File: config.mk
export PLATFORM = sky130hd
export DESIGN_NAME = gw2a_ddr_rdcap
export DESIGN_NICKNAME = d
export VERILOG_FILES = /design/src/rtl/gw2a_ddr_rdcap.sv
export SDC_FILE = /design/constraint.sdc
export NUM_CORES = 1
export LEC_CHECK = 0
export ABC_AREA = 1
export CORE_MARGIN = 2
export CORE_UTILIZATION = 45
export DETAILED_ROUTE_END_ITERATION = 12
export PLACE_DENSITY = 0.66
export SETUP_SLACK_MARGIN = 0.1
export SYNTH_ARGS = -nofsm -noshare
export SYNTH_HDL_FRONTEND = slang
export SYNTH_SLANG_ARGS = --single-unit
File: constraint.sdc
create_clock -name PCLK -period 4.7 [get_ports PCLK]
set_input_delay 0.94 -clock PCLK [delete_from_list [all_inputs] [get_ports PCLK]]
set_output_delay 0.94 -clock PCLK [all_outputs]
set_load 0.005 [all_outputs]
File: src/rtl/gw2a_ddr_rdcap.sv
// gw2a_ddr_rdcap: read-data capture and BL8 burst assembly for the GW2A DDR3 PHY.
// Each read command travels through a 16-stage {valid, tag} delay line. When it reaches
// stage 0, a 4-state capture FSM samples the IOB Q0/Q1 pairs on four consecutive PCLK
// cycles. The assembled burst goes into a 2-entry valid/ready output FIFO.
// Optional build macro GW2A_RDCAP_CALIB_EN adds a fixed-pattern calibration comparator.
module gw2a_ddr_rdcap #(
  parameter int unsigned WIDTH = 16,
  parameter int unsigned TAGW  = 4
) (
  input  logic               PCLK,
  input  logic               RESET,
  input  logic               rd_req_i,
  input  logic [TAGW-1:0]    rd_tag_i,
  input  logic [3:0]         delay_i,
  input  logic [WIDTH-1:0]   dq_q0_i,
  input  logic [WIDTH-1:0]   dq_q1_i,
  output logic               rd_valid_o,
  input  logic               rd_ready_i,
  output logic [8*WIDTH-1:0] rd_data_o,
  output logic [TAGW-1:0]    rd_tag_o,
  output logic               overflow_o,
  output logic               collide_o,
  output logic               calib_pass_o,
  output logic               calib_fail_o
);

  localparam int unsigned Stages = 16;

  typedef enum logic [2:0] {StIdle, StCap0, StCap1, StCap2, StCap3} state_e;

  // ---------------------------------------------------------------------------
  // Delay line
  // ---------------------------------------------------------------------------
  // A request with latency D must be at stage 0 in cycle t+D-1. The FSM then enters
  // CAP0 in cycle t+D. So the request is overlaid combinationally at index D-1.
  // For D=1 the request reaches stage 0 in the same cycle it is issued.
  logic [3:0]        w_wr_idx;
  logic [Stages-1:0] r_stg_vld;
  logic [Stages-1:0] w_stg_vld;
  logic [TAGW-1:0]   r_stg_tag [Stages];
  logic [TAGW-1:0]   w_stg_tag [Stages];
  logic              w_same_stage;
  logic              w_start;

  // Clamp D=0 to 1 and convert the latency to a stage index.
  always_comb begin
    w_wr_idx = (delay_i == 4'd0) ? 4'd0 : delay_i - 4'd1;
  end

  // Overlay the incoming request; a later write to an occupied stage wins.
  always_comb begin
    w_stg_vld    = r_stg_vld;
    w_stg_tag    = r_stg_tag;
    w_same_stage = 1'b0;
    if (rd_req_i) begin
      w_same_stage        = r_stg_vld[w_wr_idx];
      w_stg_vld[w_wr_idx] = 1'b1;
      w_stg_tag[w_wr_idx] = rd_tag_i;
    end
  end

  assign w_start = w_stg_vld[0];

  // Shift every stage one step toward stage 0 each cycle.
  always_ff @(posedge PCLK) begin
    if (RESET) begin
      r_stg_vld <= '0;
      for (int i = 0; i < Stages; i++) r_stg_tag[i] <= '0;
    end else begin
      r_stg_vld <= {1'b0, w_stg_vld[Stages-1:1]};
      for (int i = 0; i < Stages - 1; i++) r_stg_tag[i] <= w_stg_tag[i+1];
      r_stg_tag[Stages-1] <= '0;
    end
  end

  // ---------------------------------------------------------------------------
  // Capture FSM
  // ---------------------------------------------------------------------------
  state_e              r_state;
  state_e              w_state_d;
  logic                w_collide;
  logic                w_push;
  logic [6*WIDTH-1:0]  r_beats;
  logic [TAGW-1:0]     r_cap_tag;
  logic [8*WIDTH-1:0]  w_burst;

  // State register.
  always_ff @(posedge PCLK) begin
    if (RESET) r_state <= StIdle;
    else       r_state <= w_state_d;
  end

  // Next state, collision detect and push strobe.
  always_comb begin
    w_state_d = r_state;
    w_collide = 1'b0;
    w_push    = 1'b0;
    unique case (r_state)
      StIdle: if (w_start) w_state_d = StCap0;
      StCap0: begin
        w_state_d = StCap1;
        if (w_start) begin
          w_collide = 1'b1;
          w_state_d = StCap0;
        end
      end
      StCap1: begin
        w_state_d = StCap2;
        if (w_start) begin
          w_collide = 1'b1;
          w_state_d = StCap0;
        end
      end
      StCap2: begin
        w_state_d = StCap3;
        if (w_start) begin
          w_collide = 1'b1;
          w_state_d = StCap0;
        end
      end
      StCap3: begin
        w_push    = 1'b1;
        w_state_d = w_start ? StCap0 : StIdle;
      end
      default: w_state_d = StIdle;
    endcase
  end

  // Register pairs 0..2; pair 3 is taken straight from the IOB when the burst is pushed.
  always_ff @(posedge PCLK) begin
    if (RESET) begin
      r_beats   <= '0;
      r_cap_tag <= '0;
    end else begin
      if (w_start) r_cap_tag <= w_stg_tag[0];
      unique case (r_state)
        StCap0: r_beats[0*WIDTH +: 2*WIDTH] <= {dq_q1_i, dq_q0_i};
        StCap1: r_beats[2*WIDTH +: 2*WIDTH] <= {dq_q1_i, dq_q0_i};
        StCap2: r_beats[4*WIDTH +: 2*WIDTH] <= {dq_q1_i, dq_q0_i};
        default: ;
      endcase
    end
  end

  assign w_burst = {dq_q1_i, dq_q0_i, r_beats};

  // ---------------------------------------------------------------------------
  // 2-entry output FIFO
  // ---------------------------------------------------------------------------
  logic [8*WIDTH-1:0] r_mem_data [2];
  logic [TAGW-1:0]    r_mem_tag  [2];
  logic               r_wr_ptr;
  logic               r_rd_ptr;
  logic [1:0]         r_count;
  logic               w_pop;
  logic               w_full;
  logic               w_push_ok;
  logic               w_overflow;

  // When full, a simultaneous pop frees the head slot, which is the slot the push writes.
  always_comb begin
    w_full     = (r_count == 2'd2);
    w_pop      = (r_count != 2'd0) && rd_ready_i;
    w_push_ok  = w_push && (!w_full || w_pop);
    w_overflow = w_push && w_full && !w_pop;
  end

  // FIFO storage, pointers and occupancy.
  always_ff @(posedge PCLK) begin
    if (RESET) begin
      r_mem_data[0] <= '0;
      r_mem_data[1] <= '0;
      r_mem_tag[0]  <= '0;
      r_mem_tag[1]  <= '0;
      r_wr_ptr      <= 1'b0;
      r_rd_ptr      <= 1'b0;
      r_count       <= 2'd0;
    end else begin
      if (w_push_ok) begin
        r_mem_data[r_wr_ptr] <= w_burst;
        r_mem_tag[r_wr_ptr]  <= r_cap_tag;
        r_wr_ptr             <= ~r_wr_ptr;
      end
      if (w_pop) r_rd_ptr <= ~r_rd_ptr;
      unique case ({w_push_ok, w_pop})
        2'b10:   r_count <= r_count + 2'd1;
        2'b01:   r_count <= r_count - 2'd1;
        default: r_count <= r_count;
      endcase
    end
  end

  // Head-of-FIFO presentation.
  always_comb begin
    rd_valid_o = (r_count != 2'd0);
    rd_data_o  = r_mem_data[r_rd_ptr];
    rd_tag_o   = r_mem_tag[r_rd_ptr];
  end

  // ---------------------------------------------------------------------------
  // Sticky error flags
  // ---------------------------------------------------------------------------
  logic r_overflow;
  logic r_collide;

  // Flags set on event and clear only on reset.
  always_ff @(posedge PCLK) begin
    if (RESET) begin
      r_overflow <= 1'b0;
      r_collide  <= 1'b0;
    end else begin
      if (w_overflow)               r_overflow <= 1'b1;
      if (w_collide || w_same_stage) r_collide  <= 1'b1;
    end
  end

  assign overflow_o = r_overflow;
  assign collide_o  = r_collide;

  // ---------------------------------------------------------------------------
  // Calibration comparator
  // ---------------------------------------------------------------------------
`ifdef GW2A_RDCAP_CALIB_EN
  // Even beats all-zero, odd beats all-ones.
  localparam logic [8*WIDTH-1:0] CalibPat = {4{{WIDTH{1'b1}}, {WIDTH{1'b0}}}};

  logic r_calib_pass;
  logic r_calib_fail;
  logic w_calib_match;

  // Compare the burst as it is pushed.
  always_comb begin
    w_calib_match = (w_burst == CalibPat);
  end

  // One-cycle result pulse, the cycle after the push.
  always_ff @(posedge PCLK) begin
    if (RESET) begin
      r_calib_pass <= 1'b0;
      r_calib_fail <= 1'b0;
    end else begin
      r_calib_pass <= w_push && w_calib_match;
      r_calib_fail <= w_push && !w_calib_match;
    end
  end

  assign calib_pass_o = r_calib_pass;
  assign calib_fail_o = r_calib_fail;
`else
  assign calib_pass_o = 1'b0;
  assign calib_fail_o = 1'b0;
`endif

endmodule
==> results.toml, run 1 <==
[routing]
ant_nets = 0
detailedRoute.firstPassIterationCount = 5
drt_first_iter_violations = 783
route.detailed.wl_per_inst_um = 17.5
dr_total_vias = 11600
remaining_drc_errors = 0
detail_route.wirelength_mm = 40.8
drt_via_density = 4.99

[timing]
pins_over_slew_limit = 0
grt_setup_unrepaired = "no"
slew_headroom_pct = 18.7
fin_skew_ps = 20.0
report.final.hold_viol_count = 0
fin_crit_ps = 3570
report.final.setup_viol = 0
fmax_ghz = 0.280
worst-slew-pin-transition_ps = 1220
setup_total_negative_slack_ps = 0
fin_crit_sh_pct = 75.9
final.hold.worst_slack_ps = 427

[critical_path]
critical_path.n_buffers_inverters = 2
endpoint_kind = "primary output"
criticalPathCategory = "reg -> out"
cpMaxStageDelayCell = "dfxtp_4"
crit_chain = "buf_4 > mux2_2 > clkdlybuf4s50_1"
timing.critical_path.from_type = "flip-flop"
cp.arrival_ps = 2630
crit_path_max_fanout = 33
cell_family_with_most_cp_delay = "buffers and inverters"
critPathRequiredTime_ps = 3760
crit_path_max_incr_delay_ps = 670
r2r_start = "r_state[1]$_SDFFE_PP0P_"
ff2ff_setup_slack_ps = 2110

[floorplanning]
die_w_um = 202
die_height_um = 202
die_ar_um2 = 40700
io_pins = 181
core.rowCount = 72
core_area_um2 = 38600
floorplan.initialDensity_pct = 45.6

[global_route]
number_of_global_route_vias_before_repair = 11200
grt_first_pass_wirelength_mm = 62.9
antenna_violations_before_repair = 0
grt_overflow_total = 0
grt_start_max_net_pins = 133
gr-usage-all-layers_pct = 19.9

[logic_synthesis]
post_synth_and_or_nand_nor_area_fraction_pct = 10.1
post_synth_most_frequent_cells = "351 x nor2_1, 264 x edfxtp_1, 190 x inv_1"
synth.ff_latch_count = 449
synth_xor_area_share_pct = 0
synth_unique_cells = 28
dominant_combinational_cell_family_by_area_after_synthesis = "simple AND/OR/NAND/NOR gates"
synth_mux_area_share_pct = 8.44
async_flop_share_pct = 0
netlist_top_cells_area = "edfxtp_1 45%, dfxtp_1 21%, mux2_2 8.4%"
yosys.cell_count.top_type = "nor2_1"
seq_area_frac_synth_pct = 66.0
synthAdderAreaFrac_pct = 0.0710
synth-edff-count = 264
synth_flop_cell = "edfxtp_1"
synth_compound_gate_area_share_pct = 8.72
synthCells = 1610
syn-mean-instance-area_um2 = 10.9
syn-cell-area_um2 = 17600
yosys.area.top_type = "edfxtp_1"
netlist.area_leader.share_pct = 45.0
yosysWarnings = 0

[clocking]
clock_sink_count = 449
cts.repair.resized = 0
cts_htree_levels = 2
ctsRootBufferMaster = "clkbuf_16"
max-clock-path-buffers = 3
cts.reportedPaths.clkPinSlew_ps = 60
setup_fix_buffers_added_after_clock_tree_synthesis = 0
clock_latency_ps = 560
clock_tree_from_tritoncts = "yes"
cts_inserted_buffers = 45
post_cts_hold_buffer_count = 0

[cells_and_area]
layout.filler_cells = 3233
area.growth.synth_to_final_pct = 21.3
proportion_of_layout_cells_with_a_drive_suffix_above_1_pct = 14.1
design_area_um2 = 21400
insertedDiodeCount = 0
finish.net_count = 1813

[power_and_ir_drop]
power.density_cell_area_nw_per_um2 = 392
power_leakage_nw = 7.73
vdd_drop_max_mv = 0.272

[job]
max-cap-violations = 0

[placement]
placed_area_um2 = 19900
place_congestion = 0.781
detailed_place_hpwl_mm = 25.5
portBuffers = 178

[min_path]
holdCritStartpoint = "r_stg_tag[54]$_SDFF_PP0_"
worst_hold_path_type = "reg -> reg"

[run_status]
outcome = "finished clean"
routing by layer:
metal  share of wire [%]  up-vias  track usage [%]
met5                   0        -                0
met4                 3.1        0             6.78
met3                 5.7       71             3.69
met2                  50      296             34.4
met1                  41     5576             25.0
li1                    -     5652                -
registers in the layout (all words and copies together) (netlist names), 2 cells and up, named ones only:
register / count
r_beats: 96
r_cap_tag: 4
r_count: 2
r_mem_data: 256
r_mem_tag: 8
r_state: 3
r_stg_tag: 60
r_stg_vld: 15
power breakdown:
group | leakage (nW) | switching (mW) | internal, mW
Clock | 0.724 | 1.47 | 2.07
Combinational | 2.77 | 0.306 | 0.207
Sequential | 4.23 | 0.0382 | 4.29
Total | 7.73 | 1.81 | 6.57
final cells by class:
| type | count | area [um2] | area share (%) |
|---|---|---|---|
| inverter | 195 | 734 | 3.44 |
| clock inverter | 16 | 160 | 0.749 |
| timing repair buffer | 194 | 1950 | 9.13 |
| multi-input combinational | 883 | 4920 | 23.0 |
| sequential | 449 | 11600 | 54.4 |
| clock buffer | 68 | 1320 | 6.19 |
| tap | 518 | 648 | 3.03 |
kinds of logic after synthesis:
| logic type | Yosys count |
|---|---|
| compound gates | 302 |
| fa+ha+maj | 1 |
| buf+inv | 284 |
| flops | 449 |
| mux | 132 |
| other cells | 1 |
| simple gates | 441 |
placed cells by master, fill, tap and decap left out, drive strengths merged:
master / Yosys / routed
buf: 36 / 16
nor2: 366 / 366
a31oi: 4 / 4
clkbuf: 53 / 68
nor3: 1 / 1
bufinv: 0 / 2
o22ai: 1 / 1
inv: 194 / 199
clkdlybuf4s50: 0 / 178
dfxtp: 185 / 185
conb: 1 / 7
o21bai: 1 / 1
o21ai: 166 / 166
edfxtp: 264 / 264
nand2: 50 / 50
a21oi: 130 / 130
mux2: 132 / 132
ha: 1 / 1
nand3: 24 / 24
clkinvlp: 0 / 3
clkinv: 1 / 7
worst min-delay path, delay by kind of cell (launching register included):
kind                   cells  cell delay, ps
flip-flops                 1             290
AO/OA/AOI/OAI              1              50
buffers and inverters      1              40
per-stage QoR:
stage	setup slack (ps)	total power, mW	cells	utilization, %
5_1_grt	987	8.66	2323	55.3
2_1_floorplan	943	4.67	1616	-
3_5_place_dp	1050	4.93	2239	51.5
6_report	1130	8.38	2323	55.3
3_3_place_gp	1060	4.92	2239	51.5
4_1_cts	1080	8.46	2323	55.3
final timing paths:
path | end | cells past startpoint
hold / removal | r_stg_tag[58]$_SDFF_PP0_ | 2
setup reg to reg | r_mem_tag[0][1]$_SDFFCE_PN0P_ | 8
hold reg to reg | r_stg_tag[58]$_SDFF_PP0_ | 2
setup / recovery | rd_data_o[19] | 3
Power figures use the tool's default switching activity.
==> run 2: changes to the inputs <==
Clock period 4.7 ns to 2.95 ns, I/O delays scaled along.
==> run 2 against run 1 <==
  * Combinational power rose by 63%
  * Non-clock buffer count rose by 7
  * Wire length rose by 1.7%
  * Cell count rose by 0.30%
  * Clock-buffer cell count rose by 7
  * Setup slack got worse by 960 ps
  * First-iteration DRC count fell by 8.6%
  * Total power rose by 59%
  * Sequential share of layout area fell by 0.30 points
  * Global-route usage rose by 0.49 points
==> results.toml, run 2 (synthesis results as in run 1) <==
[cells_and_area]
finish.net_count = 1820
insertedDiodeCount = 0
final_cell_mix = "351 x nor2_1, 264 x edfxtp_1, 190 x inv_1"
largest_register = "r_mem_data"
design_area_um2 = 21500
reg.largest.list = "r_mem_data (256), r_beats (96), r_stg_tag (60)"
proportion_of_layout_cells_with_a_drive_suffix_above_1_pct = 14.0
most_common_library_cell_in_the_layout_ignoring_fill_and_taps = "nor2_1"
max_reg_flops = 256
area.growth.synth_to_final_pct = 22.0

[routing]
detailedRoute.firstPassIterationCount = 5
route.detailed.wl_per_inst_um = 17.8
detail_route.wirelength_mm = 41.5
drt_via_density = 4.98
remaining_drc_errors = 0
dr_total_vias = 11600
drt_first_iter_violations = 716
ant_nets = 0

[timing]
setup_total_negative_slack_ps = 0
worst-slew-pin-transition_ps = 698
pins_over_slew_limit = 0
grt_setup_unrepaired = "yes"
fin_crit_ps = 2780
report.final.hold_viol_count = 0
fin_skew_ps = 9.91
slew_headroom_pct = 53.5
fin_crit_sh_pct = 94.2
fmax_ghz = 0.360
report.final.setup_viol = 0

[power_and_ir_drop]
power.density_cell_area_nw_per_um2 = 621
power_frac_comb_pct = 6.3
sequentialPowerShare_pct = 51.7
clkPwrFrac_pct = 42.0
power_switching_share_pct = 21.4
power_report.internal_total_mw = 10.5
power_leakage_nw = 7.78
vdd_drop_max_mv = 0.447
netSwitchingPower_mw = 2.86

[critical_path]
endpoint_kind = "primary output"
timing.critical_path.from_type = "flip-flop"
ff2ff_setup_slack_ps = 990
timing.rr.end = "r_mem_data[0][91]$_SDFFCE_PN0P_"
cp.arrival_ps = 2190
timing.reg2reg.worst_path_depth = 8
crit_end = "rd_data_o[45]"
critPathRequiredTime_ps = 2360
timing.critical_path.depth = 3
crit_chain = "buf_16 > mux2_2 > clkdlybuf4s50_1"
critical_path.n_buffers_inverters = 2
criticalPathCategory = "reg -> out"
cell_family_with_most_cp_delay = "buffers and inverters"
r2r_start = "r_state[1]$_SDFFE_PP0P_"
crit_path_max_incr_delay_ps = 470
crit_path_max_fanout = 58
cpMaxStageDelayCell = "clkdlybuf4s50_1"

[placement]
portBuffers = 178
place_congestion = 0.843
placed_area_um2 = 20000
detailed_place_hpwl_mm = 25.9

[clocking]
ctsRootBufferMaster = "clkbuf_16"
clock_tree_from_tritoncts = "yes"
setup_fix_buffers_added_after_clock_tree_synthesis = 0
cts_inserted_buffers = 45
clock_latency_ps = 560
cts_htree_levels = 2
clock_sink_count = 449
max-clock-path-buffers = 3
post_cts_hold_buffer_count = 0
cts.reportedPaths.clkPinSlew_ps = 60

[floorplanning]
die_w_um = 202
io_pins = 181
die_ar_um2 = 40700
core.rowCount = 72
die_height_um = 202
floorplan.initialDensity_pct = 45.6
core_area_um2 = 38600

[global_route]
grt_overflow_total = 0
grt_start_max_net_pins = 133
gr-usage-all-layers_pct = 20.4
antenna_violations_before_repair = 0
grt_first_pass_wirelength_mm = 64.5
number_of_global_route_vias_before_repair = 11400

[job]
max-cap-violations = 0

[run_status]
outcome = "finished clean"

[min_path]
worst_hold_path_type = "reg -> reg"
-- run 2: changes by cell type in the layout (fill, tap and decap cells not counted), moves of 2 or more --
| cell | previous run | this run |
|---|---|---|
| clkinv_2 | 6 | 3 |
| clkinv_1 | 1 | 3 |
| clkbuf_1 | 13 | 18 |
| clkinvlp_4 | 3 | 0 |
| clkbuf_16 | 46 | 48 |
| buf_12 | 4 | 9 |
-- run 2: per-layer routing --
layer  GRT usage, %  part of all wire [%]
met1           25.6                    42
met2           35.0                    49
met3           4.55                   6.0
met4           6.46                   2.7
met5              0                     0
-- run 2: per-stage QoR --
step | power (mW) | std cells | hold slack, ps | setup WS (ps) | utilization (%)
3_5_place_dp | 7.88 | 2246 | 423 | 391 | 51.8
4_1_cts | 13.5 | 2330 | 432 | 106 | 55.6
3_3_place_gp | 7.86 | 2246 | 416 | 457 | 51.8
6_report | 13.3 | 2330 | 430 | 171 | 55.6
2_1_floorplan | 7.44 | 1616 | 409 | 289 | -
5_1_grt | 13.8 | 2330 | 446 | 87.1 | 55.6
-- run 2: worst min path at each step --
stage,end,startpoint,cells after the start,slack (ps)
3_5_place_dp,r_stg_tag[37]$_SDFF_PP0_,r_stg_tag[33]$_SDFF_PP0_,2,420
2_1_floorplan,r_stg_tag[20]$_SDFF_PP0_,r_stg_tag[16]$_SDFF_PP0_,2,410
6_report,r_stg_tag[37]$_SDFF_PP0_,r_stg_tag[33]$_SDFF_PP0_,2,430
4_1_cts,r_stg_tag[37]$_SDFF_PP0_,r_stg_tag[33]$_SDFF_PP0_,2,430
3_3_place_gp,r_stg_tag[37]$_SDFF_PP0_,r_stg_tag[33]$_SDFF_PP0_,2,420
5_1_grt,r_stg_tag[36]$_SDFF_PP0_,r_stg_tag[32]$_SDFF_PP0_,2,450
-- run 2: final cells by class --
cell class	instances	area [um2]
Fill cell	3256	17200
Sequential cell	449	11600
Multi-Input combinational cell	883	4920
Timing Repair Buffer	201	2090
Clock buffer	75	1390
Inverter	195	734
Tap cell	518	648
Clock inverter	9	73.8
-- run 2: power by group through the flow --
stage	Combinational, mW	Clock, mW	Sequential [mW]
floorplan	0.416	0	7.02
global placement	0.832	0	7.02
detailed placement	0.841	0	7.03
CTS	0.848	5.72	6.90
global route	0.917	5.95	6.92
finish	0.837	5.61	6.90
-- run 2: repair_timing --
item | CTS | global route
gates resized for setup | 0 | 1
hold endpoints to repair | 0 | 0
setup endpoints to repair | 0 | 6
-- run 2: worst reg2reg max path: stages, from the launching register on --
cell	delay, ps
dfxtp_1	370
nor2_2	150
nand2_1	80
nor2_2	190
inv_2	80
nor2_2	190
nand2_8	100
nand2_8	170
buf_4	300
